File: config.mk
export PLATFORM = sky130hd
export DESIGN_NAME = if_stage
export DESIGN_NICKNAME = d
export VERILOG_FILES = /design/src/rtl/if_stage.sv
export SDC_FILE = /design/constraint.sdc
export NUM_CORES = 1
export LEC_CHECK = 0
export ABC_AREA = 1
export CAP_MARGIN = 20
export CORE_MARGIN = 2
export CORE_UTILIZATION = 44
export CTS_BUF_LIST = sky130_fd_sc_hd__clkbuf_8
export DETAILED_ROUTE_END_ITERATION = 10
export PLACE_DENSITY = 0.87
export REMOVE_ABC_BUFFERS = 1
export SLEW_MARGIN = 30
export SYNTH_ARGS = -nofsm -noshare
export SYNTH_HDL_FRONTEND = slang
export SYNTH_SLANG_ARGS = --single-unit
File: constraint.sdc
create_clock -name clk -period 2.6 [get_ports clk]
set_input_delay 0.39 -clock clk [delete_from_list [all_inputs] [get_ports clk]]
set_output_delay 0.39 -clock clk [all_outputs]
set_load 0.03 [all_outputs]
File: src/rtl/if_stage.sv
// Instruction-fetch stage: PC register, IF/ID pipeline register, RUN/HALT control.
// Define IF_STATS_EN to build the cycle/jump/branch performance counters.
module if_stage #(
  parameter logic [31:0] RESET_PC = 32'h0000_0000,
  parameter int unsigned CNT_W    = 32
) (
  input  logic             clk,
  input  logic             rst,
  input  logic             stall,
  input  logic             jmp,
  input  logic             correct_b,
  input  logic [31:0]      npc_in,
  input  logic             halt_req,
  input  logic             go,
  input  logic [31:0]      imem_data,
  output logic [31:0]      imem_addr,
  output logic [31:0]      if_id_ir,
  output logic [31:0]      if_id_pc1,
  output logic             if_id_valid,
  output logic             halted,
  output logic [CNT_W-1:0] cnt_cycle,
  output logic [CNT_W-1:0] cnt_jmp,
  output logic [CNT_W-1:0] cnt_branch
);

  typedef enum logic {StRun, StHalt} state_e;

  state_e      state_q, state_d;
  logic [31:0] pc_q, pc_d;
  logic [31:0] ir_q, ir_d;
  logic [31:0] pc1_q, pc1_d;
  logic        valid_q, valid_d;
  logic [31:0] pc_plus4;
  logic        redirect;

  assign pc_plus4 = pc_q + 32'd4;
  assign redirect = jmp | correct_b;

  always_comb begin
    state_d = state_q;
    pc_d    = pc_q;
    ir_d    = ir_q;
    pc1_d   = pc1_q;
    valid_d = valid_q;
    unique case (state_q)
      StRun: begin
        if (halt_req) begin
          state_d = StHalt;
          ir_d    = 32'd0;
          pc1_d   = 32'd0;
          valid_d = 1'b0;
        end else if (stall) begin
          // Redirect is ignored here: ID operands are stale and get re-presented.
        end else if (redirect) begin
          pc_d    = npc_in;
          ir_d    = 32'd0;
          pc1_d   = 32'd0;
          valid_d = 1'b0;
        end else begin
          pc_d    = pc_plus4;
          ir_d    = imem_data;
          pc1_d   = pc_plus4;
          valid_d = 1'b1;
        end
      end
      StHalt: begin
        if (go) state_d = StRun;
      end
      default: state_d = StRun;
    endcase
  end

  always_ff @(posedge clk) begin
    if (rst) begin
      state_q <= StRun;
      pc_q    <= RESET_PC;
      ir_q    <= 32'd0;
      pc1_q   <= 32'd0;
      valid_q <= 1'b0;
    end else begin
      state_q <= state_d;
      pc_q    <= pc_d;
      ir_q    <= ir_d;
      pc1_q   <= pc1_d;
      valid_q <= valid_d;
    end
  end

  assign imem_addr   = pc_q;
  assign if_id_ir    = ir_q;
  assign if_id_pc1   = pc1_q;
  assign if_id_valid = valid_q;
  assign halted      = (state_q == StHalt);

`ifdef IF_STATS_EN
  logic [CNT_W-1:0] cnt_cycle_q, cnt_cycle_d;
  logic [CNT_W-1:0] cnt_jmp_q, cnt_jmp_d;
  logic [CNT_W-1:0] cnt_branch_q, cnt_branch_d;
  logic             run_cycle, accept;

  assign run_cycle = (state_q == StRun);
  // A redirect is accepted only when neither halt nor stall overrides it.
  assign accept    = run_cycle & ~halt_req & ~stall & redirect;

  always_comb begin
    cnt_cycle_d  = cnt_cycle_q;
    cnt_jmp_d    = cnt_jmp_q;
    cnt_branch_d = cnt_branch_q;
    if (run_cycle)               cnt_cycle_d  = cnt_cycle_q + CNT_W'(1);
    if (accept && jmp)           cnt_jmp_d    = cnt_jmp_q + CNT_W'(1);
    if (accept && !jmp)          cnt_branch_d = cnt_branch_q + CNT_W'(1);
  end

  always_ff @(posedge clk) begin
    if (rst) begin
      cnt_cycle_q  <= '0;
      cnt_jmp_q    <= '0;
      cnt_branch_q <= '0;
    end else begin
      cnt_cycle_q  <= cnt_cycle_d;
      cnt_jmp_q    <= cnt_jmp_d;
      cnt_branch_q <= cnt_branch_d;
    end
  end

  assign cnt_cycle  = cnt_cycle_q;
  assign cnt_jmp    = cnt_jmp_q;
  assign cnt_branch = cnt_branch_q;
`else
  assign cnt_cycle  = '0;
  assign cnt_jmp    = '0;
  assign cnt_branch = '0;
`endif

endmodule
; ---- Word-level counts from Yosys, hierarchy flattened
; Cells that the tools add are included.
[totals]
out_inout_bits = 194
in_bits = 71
ff_bits = 98
[op_classes]
reduce_logical = 2
n_bitwise = 4
n_eq_ne = 1
mux = 13
addsub = 1
[ops]
columns = operator, n
row1 = $mux W32, 7
row2 = $add A32 B3 Y32 const B, 1
row3 = $mux W1, 5
row4 = $not A1 Y1, 3
row5 = $reduce_and A3 Y1, 1
row6 = $ne A2 B1 Y1 const B, 1
row7 = $pmux W1 S2, 1
row8 = $reduce_and A2 Y1, 1
row9 = $or A1 B1 Y1, 1

; ---- Depth between registers and ports, before layout
[depth]
ltp_word = 4
depth_mapped = 10

; ---- Worst setup path before layout
; No wires, ideal clock.
[synth_path]
path_type = reg-to-reg
startpoint = register pc_q[3], in the netlist imem_addr[3]
endpoint = register pc_q[22], in the netlist imem_addr[22]
arrival_time_ns = 1.517
synth_period_minus_slack_ns = 1.649
setup_time_ns = 0.132
required_ns = 2.468
path_buffers = 0
setup_slack_ns = 0.951
stages_incl_launch_ff = 11
cell_sequence = dfxtp_1 ha_1 nand2_1 nor2_4 nand2_2 nor2_4 nand2_1 nand2_1 nand2_1 nand2_1 a21oi_1
[synth_between]
elab_chain_cells = 2
[synth_rtl]
columns = element, line
row1 = from (decl), 29  ; logic [31:0] pc_q, pc_d;
row2 = from (signal assigned), 82  ; pc_q <= pc_d;
row3 = $add A32 B3 Y32, 36  ; assign pc_plus4 = pc_q + 32'd4;
row4 = $mux W32, 54  ; end else if (redirect) begin
; No other way between the ends.
; A chain may end at the register's enable or synchronous reset.

; ---- Worst setup path in the final report
[layout_path]
startpoint = register pc_q[10], in the netlist imem_addr[10]
endpoint = output imem_addr[10]
[layout_lines]
columns = element, line
row1 = to (decl), 16  ; output logic [31:0] imem_addr,
; No word-level cell between the ends.

==> flow_metrics.py <==
metrics = {
    "detailed_routing": {
        "viasPerCell": 4.72,
        "drc": 0,
        "wl_per_cell_um": 13.3,
        "dr.pass1.iters": 4,
        "antenna_left": 0,
        "drt_iter0_drc": 239,
        "via_count": 4606,
        "drt_wl_total_um": 13000,
    },
    "final_layout": {
        "diodes": 0,
        "drive_gt1_frac": 0.0550,
        "instances_no_fill": 976,
        "nNetsFinal": 903,
        "layout-area-overhead-vs-synth_pct": 33.8,
    },
    "clocking": {
        "cts_setup_buffers": 0,
        "cts_htree_levels": 3,
        "clock_sinks": 98,
        "clk_pin_slew_ns": 0.10,
        "tritoncts": "built",
        "clockRootBuffer": "clkbuf_8",
        "cts_hold_buf": 0,
        "numCtsBuffers": 9,
        "cts_buffer_depth": 2,
        "clock_latency_ns": 0.36,
        "cts_resized": 0,
    },
    "global_routing": {
        "grt_max_degree": 66,
        "first_global_vias": 4157,
        "grt_overflow": 0,
        "grt_pass1_wl_um": 20000,
        "grt.total_usage": 0.209,
        "antenna_found_initial": 0,
    },
    "setup_path": {
        "criticalPathCategory": "reg2out",
        "crit-reg2reg-launch": "imem_addr[2]",
        "reg2reg_to": "imem_addr[30]",
        "crit_required_ns": 2.21,
        "path_cells": "clkdlybuf4s50_1",
        "cpMaxStageDelayCell": "clkdlybuf4s50_1",
        "slowest_delay_ns": 0.73,
        "cp.depth": 1,
        "crit_family": "buffers and inverters",
        "cp-end-kind": "output port",
        "crit_path_start_kind": "flop",
        "crit_fanout": 5,
        "worstPathArrival_ns": 1.57,
        "rr_worst_depth": 9,
        "cp_num_buf_inv": 1,
        "reg2reg_slack_ns": 0.92,
    },
    "timing": {
        "hold_violations": 0,
        "final.min_clock_period_ns": 1.96,
        "setup_viol": 0,
        "clock_skew_ns": 0.0129,
        "whs_ns": 0.464,
        "fmaxAchievable_ghz": 0.509,
        "fin_crit_sh": 0.756,
        "slew_viol_final": 0,
        "totalNegativeSetupSlack_ns": 0,
        "rsz0062_at_grt": "false",
        "worst_slack_ns": 0.636,
    },
    "placement": {
        "place_ws_ns": 0.370,
        "portBuffers": 168,
        "dp.cells": 960,
        "dp_hpwl_um": 9540,
        "gp_congestion": 0.891,
    },
    "yosys": {
        "ys_ff_latch": 98,
        "syn_area_mm2": 0.00494,
        "avgSynthCellArea_um2": 7.30,
        "yosys-top-cells-area": "dfxtp_1, nand2_1, buf_4, a21oi_1, a22oi_1",
        "synth-seq-area-share": 0.397,
        "ys_async_sr_fraction": 0,
        "yosysMostFrequentCell": "nand2_1",
        "synthTopCellsByCount": "nand2_1, buf_4, dfxtp_1",
        "synth_edf_count": 0,
        "ys_types": 28,
        "synth_flop_cell": "dfxtp_1",
        "synth_top_area_share": 0.397,
        "yosys_warnings": 0,
        "yosys.area.top_type": "dfxtp_1",
        "syn-instance-count": 677,
    },
    "floorplan": {
        "io_pins": 265,
        "start_util": 0.454,
        "fp.coreArea_mm2": 0.0109,
        "die_x_um": 110,
        "rows": 38,
        "fp.dieH_um": 110,
        "dieArea_mm2": 0.0121,
    },
    "worst_hold_path": {
        "min-delay-path-class": "in2reg",
        "hold_depth": 2,
        "min_to": "imem_addr[10]",
        "hp-start": "rst",
    },
    "pwr": {
        "vdd_drop_max_mv": 0.282,
        "leakagePower_nw": 2.42,
        "powerDensity_mw_per_mm2": 488,
        "p_total_mw": 3.22,
    },
    "outcome": {
        "status": "finished clean",
    },
    "run": {
        "maxCapViolCount": 0,
    },
}
==> routing by layer <==
metal,track usage,routed length (um),share of wire
met1,0.269,5540,0.43
met2,0.351,6350,0.49
met3,0.0314,876,0.067
met4,0.0778,231,0.018
met5,0,0,0
==> logic make-up after synthesis <==
kind of cell,share of synthesized area
and+or+nand+nor,0.241
buffers and inverters,0.195
adders and majority gates,0.00253
DFF,0.397
xor gates and xnor gates,0.0160
other,0.000759
AOI/OAI and AO/OA,0.148
==> registers in the layout, summed over array words and instances, names as in the netlist <==
signal	flops
halted	1
if_id_ir	32
if_id_pc1	32
if_id_valid	1
imem_addr	32
==> area by class of cell <==
| class | count | area [um2] |
|---|---|---|
| inverter | 28 | 105 |
| clock buffer | 9 | 124 |
| fill | 986 | 4280 |
| sequential | 98 | 1960 |
| timing repair buffer | 174 | 1760 |
| tap | 140 | 175 |
| clock inverter | 7 | 92.6 |
| multi-input combinational | 520 | 2390 |
==> report_power, final <==
part	internal, mW	switching [mW]	total [mW]
sequential	1.53	0.0363	1.57
clock	0.541	0.541	1.08
combinational	0.191	0.384	0.575
total	2.26	0.962	3.22
==> metrics by stage <==
step                      area, um2  utilization
after floorplan                4440            -
after global placement         6390        0.587
after detailed placement       6390        0.587
after CTS                      6610        0.607
after global routing           6610        0.607
final                          6610        0.607
==> worst max-delay path by stage <==
stage | from | to | slack [ns]
after global placement | halt_req | imem_addr[4] | 0.48
final | imem_addr[10] | imem_addr[10] | 0.64
after global routing | imem_addr[26] | imem_addr[26] | 0.59
after floorplan | stall | if_id_ir[0] | -0.33
after CTS | imem_addr[10] | imem_addr[10] | 0.62
after detailed placement | halt_req | if_id_pc1[23] | 0.37
==> cells in the final DEF (no fill, tap or decap), types with 4 or more instances in the layout <==
cell / netlist / final
nand2_1: 202 / 202
clkdlybuf4s50_1: 0 / 167
dfxtp_1: 98 / 98
conb_1: 1 / 96
a21oi_1: 95 / 95
nor2_1: 32 / 31
inv_1: 26 / 27
a22oi_1: 25 / 25
nand3_1: 22 / 22
clkbuf_8: 0 / 9
nor2_2: 7 / 8
xor2_1: 7 / 7
nand2_2: 6 / 6
nor2_4: 6 / 6
a31oi_1: 5 / 5
buf_4: 98 / 4
No activity file was read; power rests on OpenSTA's default activity.
==> patch: new RTL, config.mk and constraints unchanged <==
Build with the macro `IF_STATS_EN` defined.
--- a/src/rtl/if_stage.sv
+++ b/src/rtl/if_stage.sv
@@ -1,5 +1,7 @@
 // Instruction-fetch stage: PC register, IF/ID pipeline register, RUN/HALT control.
 // Define IF_STATS_EN to build the cycle/jump/branch performance counters.
+`define IF_STATS_EN
+
 module if_stage #(
   parameter logic [31:0] RESET_PC = 32'h0000_0000,
   parameter int unsigned CNT_W    = 32
Check against the original RTL: not equivalent (Yosys sat finds a counterexample within 4 cycles, from zero or initial values and one cycle with rst high).
==> patch against the unedited design <==
  * Wire length is 120% higher
  * Power grew 77%
  * Synthesized cell count is 120% higher
  * Sequential cell count rose by 96
  * Sequential power rose by 95%
  * Synthesized area is 93% higher
  * Final area increased by 95%
  * Worst setup slack lost 150 ps
  * Hold slack worse by 3.2 ps
  * Global-route usage rose by 4.4 points
  * Clock power up 97%
  * Critical path type unchanged
  * Largest cell class unchanged
  * Largest power group unchanged
==> patch: results (changes against the unedited design) <==
Num CTS Buffers -> 17 (was 9)
worst reg-to-reg setup slack -> 680 ps (was 920 ps)
Cells after DPL -> 1973 (was 960)
Post-Synth XOR/XNOR Area -> 0.0175 (was 0.0160)
crit path max fanout -> 8 (was 5)
worst vdd ir -> 0.352 mV (was 0.282 mV)
Cell variety after synth -> 34 (was 28)
H-tree levels -> 4 (was 3)
reg2reg end -> cnt_jmp[18]$_SDFFE_PP0P_ (was imem_addr[30]$_SDFFE_PP0P_)
status -> complete, no violations (unchanged)
adder-cell area share of the yosys netlist -> 0.00526 (was 0.00253)
pre-CTS setup slack -> 238 ps (was 370 ps)
top cells by area, synth -> dfxtp_1 (41%), nand2_1 (19%), nor2_1 (8.2%), a21oi_1 (7.7%), inv_1 (5.8%) (was dfxtp_1 (40%), nand2_1 (15%), buf_4 (15%), a21oi_1 (9.6%), a22oi_1 (3.8%))
DRT iter0 DRCs -> 515 (was 239)
port bufs -> 264 (was 168)
PwrDens -> 442 mW/mm^2 (was 488 mW/mm^2)
Leak -> 4.53 nW (was 2.42 nW)
combinational power share -> 0.090 (was 0.178)
sequential fraction of the synthesis area -> 0.408 (was 0.397)
area of placed instances -> 0.0125 sq mm (was 0.00639 sq mm)
vias in the first global route -> 9786 (was 4157)
Post-Route WL -> 28900 um (was 13000 um)
Hold EP -> cnt_cycle[4]$_SDFFE_PP0N_ (was imem_addr[10]$_SDFFE_PP0P_)
routed len/inst -> 14.4 um (was 13.3 um)
worst min path class -> in2reg (unchanged)
first-pass GRT wire length -> 46700 um (was 20000 um)
largest net degree at the start of global routing -> 137 (was 66)
total global-route track usage -> 0.253 (was 0.209)
internal cell power -> 4.14 mW (was 2.26 mW)
Synth Instances -> 1467 (was 677)
Detailed Place HPWL -> 21300 um (was 9540 um)
routability congestion estimate -> 0.918 (was 0.891)
sequential power -> 3.06 mW (was 1.57 mW)
share of layout cells above drive strength 1 -> 0.0405 (was 0.0550)
Worst EP arrival -> 1720 ps (was 1570 ps)
Register-to-Register Path Depth -> 10 (was 9)
Critical Path Sink -> halted (was imem_addr[10])
clk_lat worst skew -> 470 ps (was 360 ps)
# nets final -> 1792 (was 903)
via count -> 10300 (was 4606)
Synth Area in Compound Gates -> 0.126 (was 0.148)
Worst Hold Slack -> 461 ps (was 464 ps)
==> patch: cell count changes after synthesis, moves of 9 or more <==
cell | unedited run | this run
o21ai_0 | 3 | 33
buf_4 | 98 | 0
dfxtp_1 | 98 | 194
nor2_1 | 32 | 208
nand2_1 | 202 | 483
clkbuf_1 | 15 | 24
nand4_1 | 0 | 23
a21oi_1 | 95 | 146
nor3_1 | 1 | 12
nand3_1 | 22 | 78
inv_1 | 26 | 146
==> patch: final cells by class <==
| cell class | instances | area, sq um |
|---|---|---|
| tap | 275 | 344 |
| fill | 1933 | 8270 |
| clock inverter | 15 | 198 |
| inverter | 148 | 556 |
| sequential | 194 | 3880 |
| timing repair buffer | 274 | 2770 |
| multi-input combinational | 1082 | 4910 |
| clock buffer | 17 | 234 |
==> patch: routing by layer <==
metal | share of wire | up-vias | global-route usage
met5 | 0 | - | 0
met3 | 0.090 | 39 | 0.0747
met2 | 0.48 | 388 | 0.440
met1 | 0.41 | 4704 | 0.300
met4 | 0.016 | 0 | 0.0780
li1 | - | 5174 | -
